### src/rtl/fifo_pkt_pkg.sv
// Shared types and constants for the FIFO packet framer.
package fifo_pkt_pkg;

  typedef enum logic [1:0] {
    S_IDLE,
    S_HEADER,
    S_PAYLOAD,
    S_TRAILER
  } state_t;

  localparam logic [7:0] DEFAULT_HEADER = 8'hA5;
  localparam int         PKT_COUNT_W    = 16;

endpackage

### src/rtl/framer_skid_buf.sv
// Two-entry skid buffer between the FIFO read data and the output stream.
// The head entry is held in a register so the stream data never depends on fifo_data.
module framer_skid_buf #(
  parameter int DATA_WIDTH = 8
) (
  input  logic                  clk,
  input  logic                  rst_n,
  input  logic                  push,
  input  logic [DATA_WIDTH-1:0] push_data,
  input  logic                  pop,
  output logic [1:0]            occ,
  output logic [DATA_WIDTH-1:0] head_data
);

  logic [DATA_WIDTH-1:0] tail_data;

  always_ff @(posedge clk) begin
    if (!rst_n) begin
      occ       <= 2'd0;
      head_data <= '0;
      tail_data <= '0;
    end else begin
      case ({push, pop})
        2'b10: begin
          if (occ == 2'd0) head_data <= push_data;
          else             tail_data <= push_data;
          occ <= occ + 2'd1;
        end
        2'b01: begin
          head_data <= tail_data;
          occ       <= occ - 2'd1;
        end
        2'b11: begin
          // Simultaneous push/pop keeps occupancy; the new word lands behind any survivor.
          if (occ == 2'd1) begin
            head_data <= push_data;
          end else begin
            head_data <= tail_data;
            tail_data <= push_data;
          end
        end
        default: ;
      endcase
    end
  end

endmodule

### src/rtl/fifo_pkt_framer.sv
// Frames FIFO payload words into header + PKT_LEN payload (+ checksum trailer) packets.
// Define FRAMER_CHECKSUM_EN to build the TRAILER state and checksum accumulator.
module fifo_pkt_framer
  import fifo_pkt_pkg::*;
#(
  parameter int                    DATA_WIDTH = 8,
  parameter int                    PKT_LEN    = 4,
  parameter logic [DATA_WIDTH-1:0] HEADER     = DATA_WIDTH'(DEFAULT_HEADER)
) (
  input  logic                   clk,
  input  logic                   rst_n,
  input  logic                   fifo_empty,
  output logic                   fifo_rd_en,
  input  logic [DATA_WIDTH-1:0]  fifo_data,
  output logic                   m_valid,
  input  logic                   m_ready,
  output logic [DATA_WIDTH-1:0]  m_data,
  output logic                   m_sop,
  output logic                   m_eop,
  output logic [PKT_COUNT_W-1:0] pkt_count
);

  localparam int               CNT_W    = $clog2(PKT_LEN + 1);
  localparam logic [CNT_W-1:0] LEN      = CNT_W'(PKT_LEN);
  localparam logic [CNT_W-1:0] LAST_IDX = CNT_W'(PKT_LEN - 1);

  state_t                  state_reg;
  logic [CNT_W-1:0]        issued_reg;
  logic [CNT_W-1:0]        paid_reg;
  logic                    inflight_reg;
  logic [PKT_COUNT_W-1:0]  pkt_count_reg;
  logic [1:0]              occ;
  logic [DATA_WIDTH-1:0]   head_data;
  logic                    hs;
  logic                    pop;
  logic [2:0]              pending;

  framer_skid_buf #(.DATA_WIDTH(DATA_WIDTH)) u_skid (
    .clk       (clk),
    .rst_n     (rst_n),
    .push      (inflight_reg),
    .push_data (fifo_data),
    .pop       (pop),
    .occ       (occ),
    .head_data (head_data)
  );

  assign hs      = m_valid & m_ready;
  assign pop     = hs && (state_reg == S_PAYLOAD);
  // Words already committed to the skid buffer once this cycle's pop is taken out.
  assign pending = {1'b0, occ} + {2'b00, inflight_reg} - {2'b00, pop};
  assign fifo_rd_en = ((state_reg == S_HEADER) || (state_reg == S_PAYLOAD)) &&
                      !fifo_empty && (issued_reg < LEN) && (pending < 3'd2);
  assign pkt_count  = pkt_count_reg;

`ifdef FRAMER_CHECKSUM_EN
  logic [DATA_WIDTH-1:0] csum_reg;

  always_ff @(posedge clk) begin
    if (!rst_n)                     csum_reg <= '0;
    else if (state_reg == S_HEADER) csum_reg <= '0;
    else if (pop)                   csum_reg <= csum_reg + head_data;
  end
`endif

  always_comb begin
    m_valid = 1'b0;
    m_data  = '0;
    m_sop   = 1'b0;
    m_eop   = 1'b0;
    case (state_reg)
      S_HEADER: begin
        m_valid = 1'b1;
        m_data  = HEADER;
        m_sop   = 1'b1;
      end
      S_PAYLOAD: begin
        m_valid = (occ != 2'd0);
        m_data  = head_data;
`ifndef FRAMER_CHECKSUM_EN
        m_eop   = (occ != 2'd0) && (paid_reg == LAST_IDX);
`endif
      end
`ifdef FRAMER_CHECKSUM_EN
      S_TRAILER: begin
        m_valid = 1'b1;
        m_data  = csum_reg;
        m_eop   = 1'b1;
      end
`endif
      default: ;
    endcase
  end

  always_ff @(posedge clk) begin
    if (!rst_n) begin
      state_reg     <= S_IDLE;
      issued_reg    <= '0;
      paid_reg      <= '0;
      inflight_reg  <= 1'b0;
      pkt_count_reg <= '0;
    end else begin
      inflight_reg <= fifo_rd_en;
      if (fifo_rd_en) issued_reg <= issued_reg + 1'b1;
      if (hs && m_eop) pkt_count_reg <= pkt_count_reg + 1'b1;
      case (state_reg)
        S_IDLE: begin
          if (!fifo_empty) begin
            state_reg  <= S_HEADER;
            issued_reg <= '0;
          end
        end
        S_HEADER: if (hs) state_reg <= S_PAYLOAD;
        S_PAYLOAD: begin
          if (pop) begin
            if (paid_reg == LAST_IDX) begin
              paid_reg <= '0;
`ifdef FRAMER_CHECKSUM_EN
              state_reg <= S_TRAILER;
`else
              state_reg <= S_IDLE;
`endif
            end else begin
              paid_reg <= paid_reg + 1'b1;
            end
          end
        end
        S_TRAILER: if (hs) state_reg <= S_IDLE;
        default: state_reg <= S_IDLE;
      endcase
    end
  end

endmodule

### config.mk
export PLATFORM = sky130hd
export DESIGN_NAME = fifo_pkt_framer
export DESIGN_NICKNAME = d
export VERILOG_FILES = /design/src/rtl/fifo_pkt_pkg.sv /design/src/rtl/framer_skid_buf.sv /design/src/rtl/fifo_pkt_framer.sv
export SDC_FILE = /design/constraint.sdc
export NUM_CORES = 1
export LEC_CHECK = 0
export CORE_ASPECT_RATIO = 0.9
export CORE_MARGIN = 1.5
export CORE_UTILIZATION = 62
export CTS_CLUSTER_DIAMETER = 150
export DETAILED_ROUTE_END_ITERATION = 7
export DONT_BUFFER_PORTS = 1
export PLACE_DENSITY = 0.87
export REMOVE_ABC_BUFFERS = 1
export SLEW_MARGIN = 20
export SYNTH_ARGS = -nofsm -noshare
export SYNTH_HDL_FRONTEND = slang
export SYNTH_SLANG_ARGS = --single-unit
export TNS_END_PERCENT = 100
### constraint.sdc
create_clock -name clk -period 3.9 [get_ports clk]
set_input_delay 0.975 -clock clk [delete_from_list [all_inputs] [get_ports clk]]
set_output_delay 0.975 -clock clk [all_outputs]
set_load 0.01 [all_outputs]
==> reports/results.tsv <==
stage	metric	value	unit
cts	post_cts_buffers	0	
critical_path	cpMostUsedCell	nand2_1	
critical_path	crit_type	reg -> out	
critical_path	critPathTopFamily	simple AND/OR/NAND/NOR gates	
layout	fin_area	0.002344	sq mm
sta	drv_slew	0	
place	port_buffers	0	
synth	synth.avg_cell_area	8.594	sq um
sta	clock-skew-final	0.005099	ns
cts	clk_pin_slew	0.07	ns
cts	htree_levels	2	
cts	cts_resized	0	
place	dpl.hpwl	3099	um
layout	fillers	271	
critical_path	path_cells	inv_1 -> ha_1 -> nor2b_2 -> nor2_4 -> xnor2_1 -> nand2_1 -> fa_1 -> nand2_1 -> nor4_4	
sta	fin_crit_sh	94.06	%
power	leakagePower	0.0008349	uW
synth	synth_edf_count	0	
floorplan	ios	40	
cts	cts_hold_buf	0	
layout	drive_above_1_share	10.55	%
cts	cts_tree	built	
global_route	grt-ovfl-total	0	
critical_path	setup.worst_path.end_class	primary output	
routing	drc	0	
sta	worst_slack	0.2317	ns
layout	nNetsFinal	278	
status	status	complete, no violations	
critical_path	start_kind	flip-flop	
power	peakVddDrop	271.7	uV
layout	n_antenna_cell	0	
global_route	grt_max_degree	35	
floorplan	num_rows	20	
sta	fmax	272.6	MHz
synth	ys_ff_latch	43	
routing	vias	1841	
flow_run	maxCapViolations	0	
cts	cts-root-buf	clkbuf_8	
floorplan	start_util	65.15	%
routing	drt_iter0_drc	159	
cts	cts.sinks	43	
global_route	grt_pass1_wl	7251	um
critical_path	critPathRequiredTime	2.92	ns
critical_path	slowest_stage	fa_1	
place	placed_cell_area	0.002236	sq mm
routing	dr_wl_met2	2104	um
routing	postRouteAntennaNets	0	
hold_path	min_path_type	reg -> reg	
sta	final-setup-viol-count	0	
floorplan	core-area	0.003403	sq mm
routing	wl	4433	um
routing	top_layer	met4	
cts	insertion_delay	0.29	ns
floorplan	fp.dieH	59.73	um
power	report.power.total	895.6	uW
floorplan	dieArea	0.003944	sq mm
sta	period_needed	3.668	ns
global_route	grt.total_usage	24.09	%
global_route	grt_pass1_vias	1632	
routing	wl_per_cell	14.78	um
routing	wl_met1	2002	um
routing	dr.pass1.iters	4	
synth	ys_seq_area_share	38.83	%
place	place_congestion	0.7999	
cts	cts.path.max_buffers	2	
sta	hold_viol_final	0	
cts	numCtsBuffers	5	
critical_path	crit_path_max_incr_delay	0.49	ns
critical_path	critical_path_arrival	2.69	ns
synth	ys.flop_type	dfxtp_1	
layout	largest_reg_flops	16	
global_route	antenna_found_initial	0	
critical_path	critPathMaxFanout	7	
sta	finalSetupTns	0	ns
layout	area_growth	5.700	%
sta	tightest_slew	0.9424	ns
synth	synthesis.area	0.002217	sq mm
floorplan	die_w	66.04	um
synth	synth.distinct_cells	42	
synth	yosys_warnings	0	
routing	wl_met3	258	um
synth	ys_async_sr_fraction	0	%
routing	routed_via_density	6.137	
power	powerDensity	382.2	mW/mm^2
synth	synth_cells	258	
critical_path	critical_path_buf_inv_count	1	
sta	relSlewSlack	37.18	%
place	post-place-ws	0.3497	ns
[kinds of logic after synthesis]
kind of cell               after synthesis  share of synthesized area, %
muxes                                    3                         1.354
and+or+nand+nor                        103                         25.56
xor gates and xnor gates                10                         3.951
adders and majority gates               11                         6.546
buffers and inverters                   21                         4.176
DFF                                     43                         38.83
AOI/OAI and AO/OA                       67                         19.58
[cells in the mapped netlist (2+ instances only)]
master	number	area, sq um
o21a_1	9	67.56
mux2i_1	3	30.03
ha_1	10	125.1
nand2b_1	3	18.77
buf_2	5	25.02
xor2_1	7	61.31
or3_1	5	31.28
nand4b_1	2	17.52
xnor2_1	3	26.28
o21ai_0	21	105.1
nand4_1	6	37.54
and3_1	5	31.28
inv_1	7	26.28
o31ai_1	2	15.01
nand2_1	31	116.4
and2_1	7	43.79
nand3_1	13	65.06
clkbuf_1	8	30.03
and4_1	3	26.28
dfxtp_1	43	860.8
nor2_1	12	45.04
nor2b_1	7	43.79
o221a_2	7	78.83
a21oi_1	21	105.1
[power breakdown]
group / switching [uW] / internal, uW / leakage [uW] / total (uW)
combinational: 76.7 / 52.5 / 0.000436 / 129
clock: 145 / 162 / 0.0000515 / 307
sequential: 8.53 / 451 / 0.000347 / 460
[per-stage QoR]
stage / hold WS, ns / std cells / util [%]
floorplan: 0.4154 / 244 / -
global placement: 0.4382 / 292 / 65.70
detailed placement: 0.4499 / 292 / 65.70
CTS: 0.4606 / 300 / 68.64
global route: 0.4870 / 300 / 68.86
finish: 0.4616 / 300 / 68.86
[placed cells by master (no fill, tap or decap), drive strengths merged, types with 5 or more instances in the layout]
cell	netlist	routed
nor2	13	13
nand3	14	14
dfxtp	43	43
clkbuf	8	8
ha	10	10
o21a	9	9
xor2	7	7
or3	5	5
and3	5	5
inv	7	7
o221a	7	7
o21ai	22	22
and2	7	7
nand4	7	7
a21oi	21	21
nor2b	7	7
nand2	31	31
[worst reg2reg max path, cell delays in order (launching register included)]
cell and delay, ns:
dfxtp_1 0.36, inv_1 0.10, ha_1 0.27, nor2b_2 0.36, nor2_4 0.11, xnor2_1 0.23, nand2_1 0.10, fa_1 0.49
nand2_1 0.09, nor4_4 0.31, buf_4 0.20, mux2i_1 0.17, nor2_1 0.05
[final cells by class]
cell class	instances	area, sq um	share of cell area [%]
multi-input cells	194	1271	54.24
flip-flops and latches	43	860.8	36.73
clock buffers	8	100.1	4.271
well taps	44	55.05	2.349
repair buffers	4	30.03	1.281
inverters	7	26.28	1.121
[per-layer routing]
metal	up-vias	track usage (%)
li1	919	-
met1	861	31.49
met2	54	37.52
met3	7	7.345
met4	0	9.621
met5	-	0
[path summary, 6_finish.rpt]
path | start | slack (ns) | cells past startpoint | endpoint
setup / recovery | u_skid.occ[1] | 0.23 | 9 | fifo_rd_en
hold / removal | paid_reg[2] | 0.46 | 2 | paid_reg[2]
setup reg to reg | u_skid.occ[1] | 0.96 | 12 | issued_reg[1]
hold reg to reg | paid_reg[2] | 0.46 | 2 | paid_reg[2]
Power figures use the tool's default switching activity.
